--- config.mk ---
export PLATFORM = sky130hd
export DESIGN_NAME = pingpong_trans_ctrl
export DESIGN_NICKNAME = d
export VERILOG_FILES = /design/src/rtl/pingpong_trans_ctrl.sv
export SDC_FILE = /design/constraint.sdc
export NUM_CORES = 1
export LEC_CHECK = 0
export ABC_CLOCK_PERIOD_IN_PS = 6500
export BUFFER_PORTS_ARGS = -buffer_cell sky130_fd_sc_hd__buf_4
export CORE_MARGIN = 4
export CORE_UTILIZATION = 52
export CTS_CLUSTER_DIAMETER = 80
export DETAILED_ROUTE_END_ITERATION = 10
export PLACE_DENSITY = 0.91
export SLEW_MARGIN = 20
export SYNTH_ARGS = -nofsm -noshare
export SYNTH_HDL_FRONTEND = slang
export SYNTH_SLANG_ARGS = --single-unit
--- constraint.sdc ---
create_clock -name clk -period 6.5 [get_ports clk]
set_input_delay 0.975 -clock clk [delete_from_list [all_inputs] [get_ports clk]]
set_output_delay 0.975 -clock clk [all_outputs]
set_load 0.01 [all_outputs]
--- src/rtl/pingpong_trans_ctrl.sv ---
// pingpong_trans_ctrl: ping-pong bank controller turning a row-major matrix stream into a column-major one
module pingpong_trans_ctrl #(
  parameter int LOG2N = 3,
  parameter int DATA_WIDTH = 32,
  parameter int ADDR_WIDTH = 2*LOG2N
) (
  input  logic                  clk,
  input  logic                  rst,
  input  logic                  s_valid,
  output logic                  s_ready,
  input  logic [DATA_WIDTH-1:0] s_data,
  output logic                  m_valid,
  input  logic                  m_ready,
  output logic [DATA_WIDTH-1:0] m_data,
  output logic                  m_last,
  output logic                  ram0_en,
  output logic                  ram1_en,
  output logic                  ram0_we,
  output logic                  ram1_we,
  output logic [ADDR_WIDTH-1:0] ram0_addr,
  output logic [ADDR_WIDTH-1:0] ram1_addr,
  output logic [DATA_WIDTH-1:0] ram0_din,
  output logic [DATA_WIDTH-1:0] ram1_din,
  input  logic [DATA_WIDTH-1:0] ram0_dout,
  input  logic [DATA_WIDTH-1:0] ram1_dout
);
  typedef enum logic [1:0] {EMPTY, FILLING, FULL, DRAINING} bank_t;
  bank_t st [2];
  bank_t st_n [2];
  logic wsel, rsel, wr, rd, pop, inflight, rd_bank, rd_last, rp, wp;
  logic [ADDR_WIDTH-1:0] wcnt, rcnt, raddr;
  logic [DATA_WIDTH-1:0] fd [2];
  logic [DATA_WIDTH-1:0] dout;
  logic fl [2];
  logic [1:0] occ;
  // bank state registers
  always_ff @(posedge clk)
    if (rst) begin
      st[0] <= EMPTY;
      st[1] <= EMPTY;
    end else st <= st_n;
  // a bank is written or read in a cycle, never both, so one event decides its next state
  always_comb begin
    st_n = st;
    for (int b = 0; b < 2; b++) begin
      if (wr && wsel == 1'(b)) st_n[b] = (wcnt == '1) ? FULL : FILLING;
      if (rd && rsel == 1'(b)) st_n[b] = (rcnt == '1) ? EMPTY : DRAINING;
    end
  end
  // handshakes, read issue and bank port steering
  always_comb begin
    s_ready = !rst && (st[wsel] == EMPTY || st[wsel] == FILLING);
    wr = s_valid && s_ready;
    m_valid = !rst && occ != 2'd0;
    m_data = rst ? '0 : fd[rp];
    m_last = m_valid && fl[rp];
    pop = m_valid && m_ready;
    rd = !rst && (st[rsel] == FULL || st[rsel] == DRAINING) && ({1'b0, occ} + 3'(inflight) < 3'd2 + 3'(pop));
    raddr = {rcnt[LOG2N-1:0], rcnt[2*LOG2N-1:LOG2N]};
    ram0_we = wr && !wsel;
    ram1_we = wr && wsel;
    ram0_en = ram0_we || (rd && !rsel);
    ram1_en = ram1_we || (rd && rsel);
    ram0_addr = ram0_we ? wcnt : raddr;
    ram1_addr = ram1_we ? wcnt : raddr;
    ram0_din = s_data;
    ram1_din = s_data;
    dout = rd_bank ? ram1_dout : ram0_dout;
  end
  // counters, bank pointers, in-flight read tracking and the 2-entry output buffer
  always_ff @(posedge clk)
    if (rst) begin
      wsel <= 1'b0;
      rsel <= 1'b0;
      wcnt <= '0;
      rcnt <= '0;
      inflight <= 1'b0;
      rd_bank <= 1'b0;
      rd_last <= 1'b0;
      rp <= 1'b0;
      wp <= 1'b0;
      occ <= 2'd0;
      fd[0] <= '0;
      fd[1] <= '0;
      fl[0] <= 1'b0;
      fl[1] <= 1'b0;
    end else begin
      if (wr) begin
        wcnt <= wcnt + 1'b1;
        wsel <= (wcnt == '1) ? ~wsel : wsel;
      end
      if (rd) begin
        rcnt <= rcnt + 1'b1;
        rsel <= (rcnt == '1) ? ~rsel : rsel;
      end
      inflight <= rd;
      rd_bank <= rsel;
      rd_last <= rcnt == '1;
      if (inflight) begin
        fd[wp] <= dout;
        fl[wp] <= rd_last;
        wp <= ~wp;
      end
      if (pop) rp <= ~rp;
      occ <= occ + 2'(inflight) - 2'(pop);
    end
endmodule

# After elaboration in Yosys (flattened, before gate mapping)
# Memory sizes are Yosys's and may differ from the RTL's. A register that Yosys moved wholly into a read port is not among the register bits.
# Cells that the tools add are included.
classes:
  addsub: 6
  mul: 0
  n_div: 0
  order_cmp: 3
  eq_ne: 5
  shift: 0
  mux: 31
  bitwise_logic: 6
  n_reduce_logical: 28
op_table:
  columns: ["operator", "count"]
  rows:
  - ["32-bit 2-to-1 mux", 3]
  - ["32-bit OR reduction", 1]
  - ["2-bit 2-to-1 mux", 12]
  - ["1-bit 2-to-1 mux", 14]
  - ["1-bit logical AND", 13]
  - ["6-bit by 1-bit adder with 6-bit output (second input constant)", 2]
  - ["6-bit == test (second input constant)", 2]
  - ["6-bit 2-to-1 mux", 2]
  - ["2-bit nonzero test", 3]
  - ["2-bit == test (second input constant)", 2]
  - ["2-bit greater-or-equal comparator (second input constant)", 2]
  - ["1-bit logical OR", 4]
  - ["1-bit NOT", 4]
  - ["1-bit NOT with 2-bit output", 2]
  - ["2-bit AND reduction", 2]
  - ["2-bit by 1-bit adder with 3-bit output", 1]
  - ["2-bit by 1-bit adder with 3-bit output (first input constant)", 1]
  - ["1-bit logical NOT", 3]
  - ["3-bit < comparator", 1]
  - ["2-bit by 1-bit adder with 2-bit output", 1]
  - ["2-bit by 1-bit == test with 1-bit output (second input constant)", 1]
  - ["2-bit logical NOT", 1]
  - ["2-bit by 1-bit subtractor with 2-bit output", 1]
  - ["1-bit OR reduction", 1]
totals:
  ff_bits: 25
  latchBits: 0
  ramBits: 66
  romBits: 0
  input_bits: 100
  output_inout_bits: 115
  elab_cells: 93
  memories: 2
mem_list:
  columns: ["memory", "depth", "word_bits", "rd", "rd_clocked_by_memory_dff", "wr", "line_no", "rtl"]
  rows:
  - ["fd", 2, 32, 1, 1, 2, "32", "logic [DATA_WIDTH-1:0] fd [2];"]
  - ["fl", 2, 1, 1, 1, 2, "34", "logic fl [2];"]

# Logic depth before layout (Yosys ltp)
logic_depth:
  depth_word: 11
  ltp_mapped: 7
  mapped_depth_nobuf: 7

# Worst setup path before layout
# No wires, ideal clock.
synth_timing:
  path_type: "input-to-output"
  startpoint: "input port rst"
  endpoint: "output port ram1_addr[0]"
  t_arrival_ns: 2.220
  required_time_ns: 5.525
  setup_slack_ns: 3.305
  stages: 4
  n_path_buf: 1
  path_cell_list: "clkbuf_1 nand2b_1 nor3b_2 mux2_2"
synth_between:
  elab_chain_cells: 5
synth_lines:
  columns: ["item", "line_no", "rtl"]
  rows:
  - ["from (decl)", "8", "input logic rst,"]
  - ["1-bit logical NOT", "52", "s_ready = !rst && (st[wsel] == EMPTY || st[wsel] == FILLING);"]
  - ["1-bit logical AND", "52", null]
  - ["1-bit logical AND", "53", "wr = s_valid && s_ready;"]
  - ["1-bit logical AND", "61", "ram1_we = wr && wsel;"]
  - ["via ram1_we", "19", "output logic ram1_we,"]
  - ["6-bit 2-to-1 mux", "65", "ram1_addr = ram1_we ? wcnt : raddr;"]
  - ["to (decl)", "21", "output logic [ADDR_WIDTH-1:0] ram1_addr,"]
# The timed path passes the listed nets, and every way through them passes these cells.

# Worst setup path in the final report
layout_timing:
  startpoint: "input port rst"
  endpoint: "output port ram1_addr[0]"
layout_between:
  elab_chain_cells: 5
layout_lines:
  columns: ["item", "line_no"]
  rows:
  - ["1-bit logical NOT", "52"]
  - ["1-bit logical AND", "52"]
  - ["1-bit logical AND", "53"]
  - ["1-bit logical AND", "61"]
  - ["6-bit 2-to-1 mux", "65"]
# Every way passes these cells.

==> impl_metrics.json <==
{
  "clock-root-buffer": "clkbuf_8",
  "p_comb_share_pct": 8.3,
  "netSwitchingFraction_pct": 21.0,
  "utilization_pct": 60.6,
  "outcome": "finished, final reports clean",
  "cts_resized": 0,
  "synthDominantCellAreaShare_pct": 40.5,
  "grt_pass1_vias": 3284,
  "final.setup_skew_ns": 0.0192,
  "final.hold.worst_slack_ns": 0.520,
  "worst_path_max_fanout": 62,
  "preCtsSetupSlack_ns": 2.87,
  "clock_tree.htree_level_count": 3,
  "dominantRegCellSynth": "edfxtp_1",
  "ioPinCount": 215,
  "layout_setup_ws_ns": 2.86,
  "holdPathStages": 2,
  "num-nets-final": 605,
  "ranking_of_synthesized_cells_by_instance_count": "115 x nor2_1, 68 x mux2i_1, 66 x edfxtp_1",
  "total_wire_length_um": 10100,
  "first_pass_iters": 4,
  "grt_setup_unrepaired": "false",
  "power.static_leakage_uw": 0.00216,
  "drive_gt1_share_pct": 31.0,
  "clock_latency_ns": 0.35,
  "cell_internal_pwr_uw": 891,
  "setup_tns_final_ns": 0,
  "grt-ovfl-total": 0,
  "die_height_um": 105,
  "post_synth_inst_count": 454,
  "cp-start-kind": "input port",
  "final.period_utilization_pct": 55.9,
  "cts.reportedPaths.clkPinSlew_ns": 0.08,
  "max-cap-violations": 0,
  "row_count": 35,
  "finalMaxSlewViolations": 0,
  "seq_area_frac_synth_pct": 50.3,
  "fillerInstances": 723,
  "clock_sink_count": 90,
  "reg2reg_slack_ns": 4.36,
  "synthToLayoutAreaGrowth_pct": 13.9,
  "synth.mux.area_fraction_pct": 17.7,
  "ys.warnings.count": 0,
  "post_synth_simple_gate_area_pct": 13.6,
  "hp-class": "register to register",
  "grt_antenna_before_repair": 0,
  "p_sw_uw": 237,
  "drt-wirelength-per-cell_um": 16.5,
  "worstReg2RegEnd": "rcnt[5]",
  "place_congestion": 0.837,
  "worst_pin_slew_ns": 1.03,
  "ir_worst_vdd_v": 0.000138,
  "synth_top_family_by_area": "multiplexers",
  "worstPathRequired_ns": 5.52,
  "p_per_area_nw_per_um2": 202,
  "ant_nets": 0,
  "postSynthRegisterBits": 90,
  "cts_inserted_buffers": 9,
  "dpl_hpwl_um": 7050,
  "initial_utilization_pct": 53.3,
  "synth_area_per_cell_um2": 10.8,
  "syn-num-nets": 560,
  "io_buffers": 118,
  "clock_power_share_pct": 35.4,
  "cts-hold-fix-buffers": 0,
  "synth.lib_cells_used.distinct": 39,
  "setup_violations": 0,
  "first_iter_violations": 171,
  "synth_fa_ha_area_share_pct": 1.53,
  "synth_xor_area_share_pct": 1.61,
  "n_antenna_cell": 0,
  "floorplan.die_area_um2": 11000,
  "regToRegStartpoint": "inflight",
  "maxSlewHeadroom_pct": 31.0,
  "fraction_of_the_mapped_netlist_area_in_compound_gates_pct": 2.81,
  "maximum_number_of_pins_on_one_net_before_global_route_repair": 63,
  "fp.coreArea_um2": 9200,
  "end_kind": "output port",
  "fmax_mhz": 275,
  "die_width_um": 105,
  "clock_tree.buffer_depth": 2,
  "instances_no_fill": 614,
  "hold_path.startpoint": "st[3]",
  "finalWorstPathRequiredPeriod_ns": 3.64,
  "route.detailed.drc": 0,
  "cp_data_arrival_time_ns": 2.66,
  "synth_top_cells_by_area": "edfxtp_1 40%, mux2i_1 14%, dfxtp_1 9.8%",
  "critPathKind": "input port to output port",
  "synth_edf_count": 66,
  "ys_async_sr_fraction_pct": 0,
  "synth.largest_area_cell": "edfxtp_1",
  "hold_violations": 0,
  "min_delay_worst_endpoint": "st[3]",
  "tritoncts": "done",
  "grt_first_pass_wirelength_um": 16000,
  "share_seq_of_total_power_pct": 56.3,
  "detailroute.via_count": 3308,
  "postCtsSetupBuffers": 0,
  "via_cell_ratio": 5.39,
  "reg2reg_depth": 5,
  "synthMostInstantiatedCell": "nor2_1",
  "place_inst": 599,
  "grt_usage_pct": 18.1,
  "syn-cell-area_um2": 4900
}
==> sequential cells by signal, summed over array words and instances, names as in the netlist, named ones only <==
| register | count |
|---|---|
| wsel | 1 |
| rsel | 1 |
| fl | 2 |
| occ | 2 |
| wp | 1 |
| rd_last | 1 |
| fd | 64 |
| wcnt | 6 |
| rp | 1 |
| rcnt | 6 |
| st | 2 |
| inflight | 1 |
| rd_bank | 1 |
==> layout by cell type, fill, tap and decap left out, drive strengths merged, types with 5 or more instances in the layout <==
| master | instances |
|---|---|
| ha | 6 |
| clkbuf | 9 |
| buf | 122 |
| nor3 | 7 |
| dfxtp | 24 |
| nand2 | 8 |
| xnor2 | 7 |
| edfxtp | 66 |
| mux2i | 68 |
| nor2 | 116 |
| a21oi | 6 |
| mux2 | 14 |
| inv | 8 |
| nand3 | 5 |
==> through the flow <==
stage	instance area (µm²)	power, µW
2_1_floorplan	4900	727
3_3_place_gp	5370	739
4_1_cts	5580	1130
5_1_grt	5580	1170
6_report	5580	1130
3_5_place_dp	5370	743
==> power by group through the flow <==
stage | registers [µW] | clock network, µW | logic [µW]
5_1_grt | 637 | 433 | 102
3_3_place_gp | 647 | 0 | 91.6
2_1_floorplan | 647 | 0 | 79.9
3_5_place_dp | 649 | 0 | 93.8
4_1_cts | 635 | 403 | 94.0
6_report | 635 | 400 | 93.2
==> cell families after synthesis <==
group | count (synthesis)
and+or+nand+nor | 151
xor gates and xnor gates | 9
buffers and inverters | 96
adders and majority gates | 6
muxes | 82
AOI/OAI and AO/OA | 20
DFF | 90
==> final cells by class <==
cell class                      count  area [µm²]  area share (%)
Clock buffer                        9         124            2.22
Clock inverter                      6        82.6            1.48
Inverter                            8        30.0           0.538
Multi-Input combinational cell    268        1820            32.6
Sequential cell                    90        2460            44.2
Tap cell                          111         139            2.49
Timing Repair Buffer              122         916            16.4
==> metal layers <==
layer	track usage (%)	vias to the layer above	share of wire, %	routed length, µm
li1	-	1580	-	-
met1	20.2	1572	38	3810
met2	32.7	115	53	5420
met3	3.95	41	6.0	613
met4	8.62	0	3.0	300
met5	0	-	0	0
==> worst max path at each step <==
stage                     from           end  cells past startpoint
after floorplan            rst  ram1_addr[0]                      4
after global placement     rst  ram0_addr[0]                      6
after detailed placement   rst  ram1_addr[0]                      5
after CTS                  rst  ram1_addr[0]                      5
after global routing       rst  ram1_addr[1]                      5
final                      rst  ram1_addr[0]                      5
==> worst max-delay path, stage by stage <==
cell	delay, ns
buf_4	0.29
nand2b_1	0.29
nor3b_2	0.53
mux2_2	0.42
buf_4	0.15
Note: power is estimated with default switching activity, not from simulation.
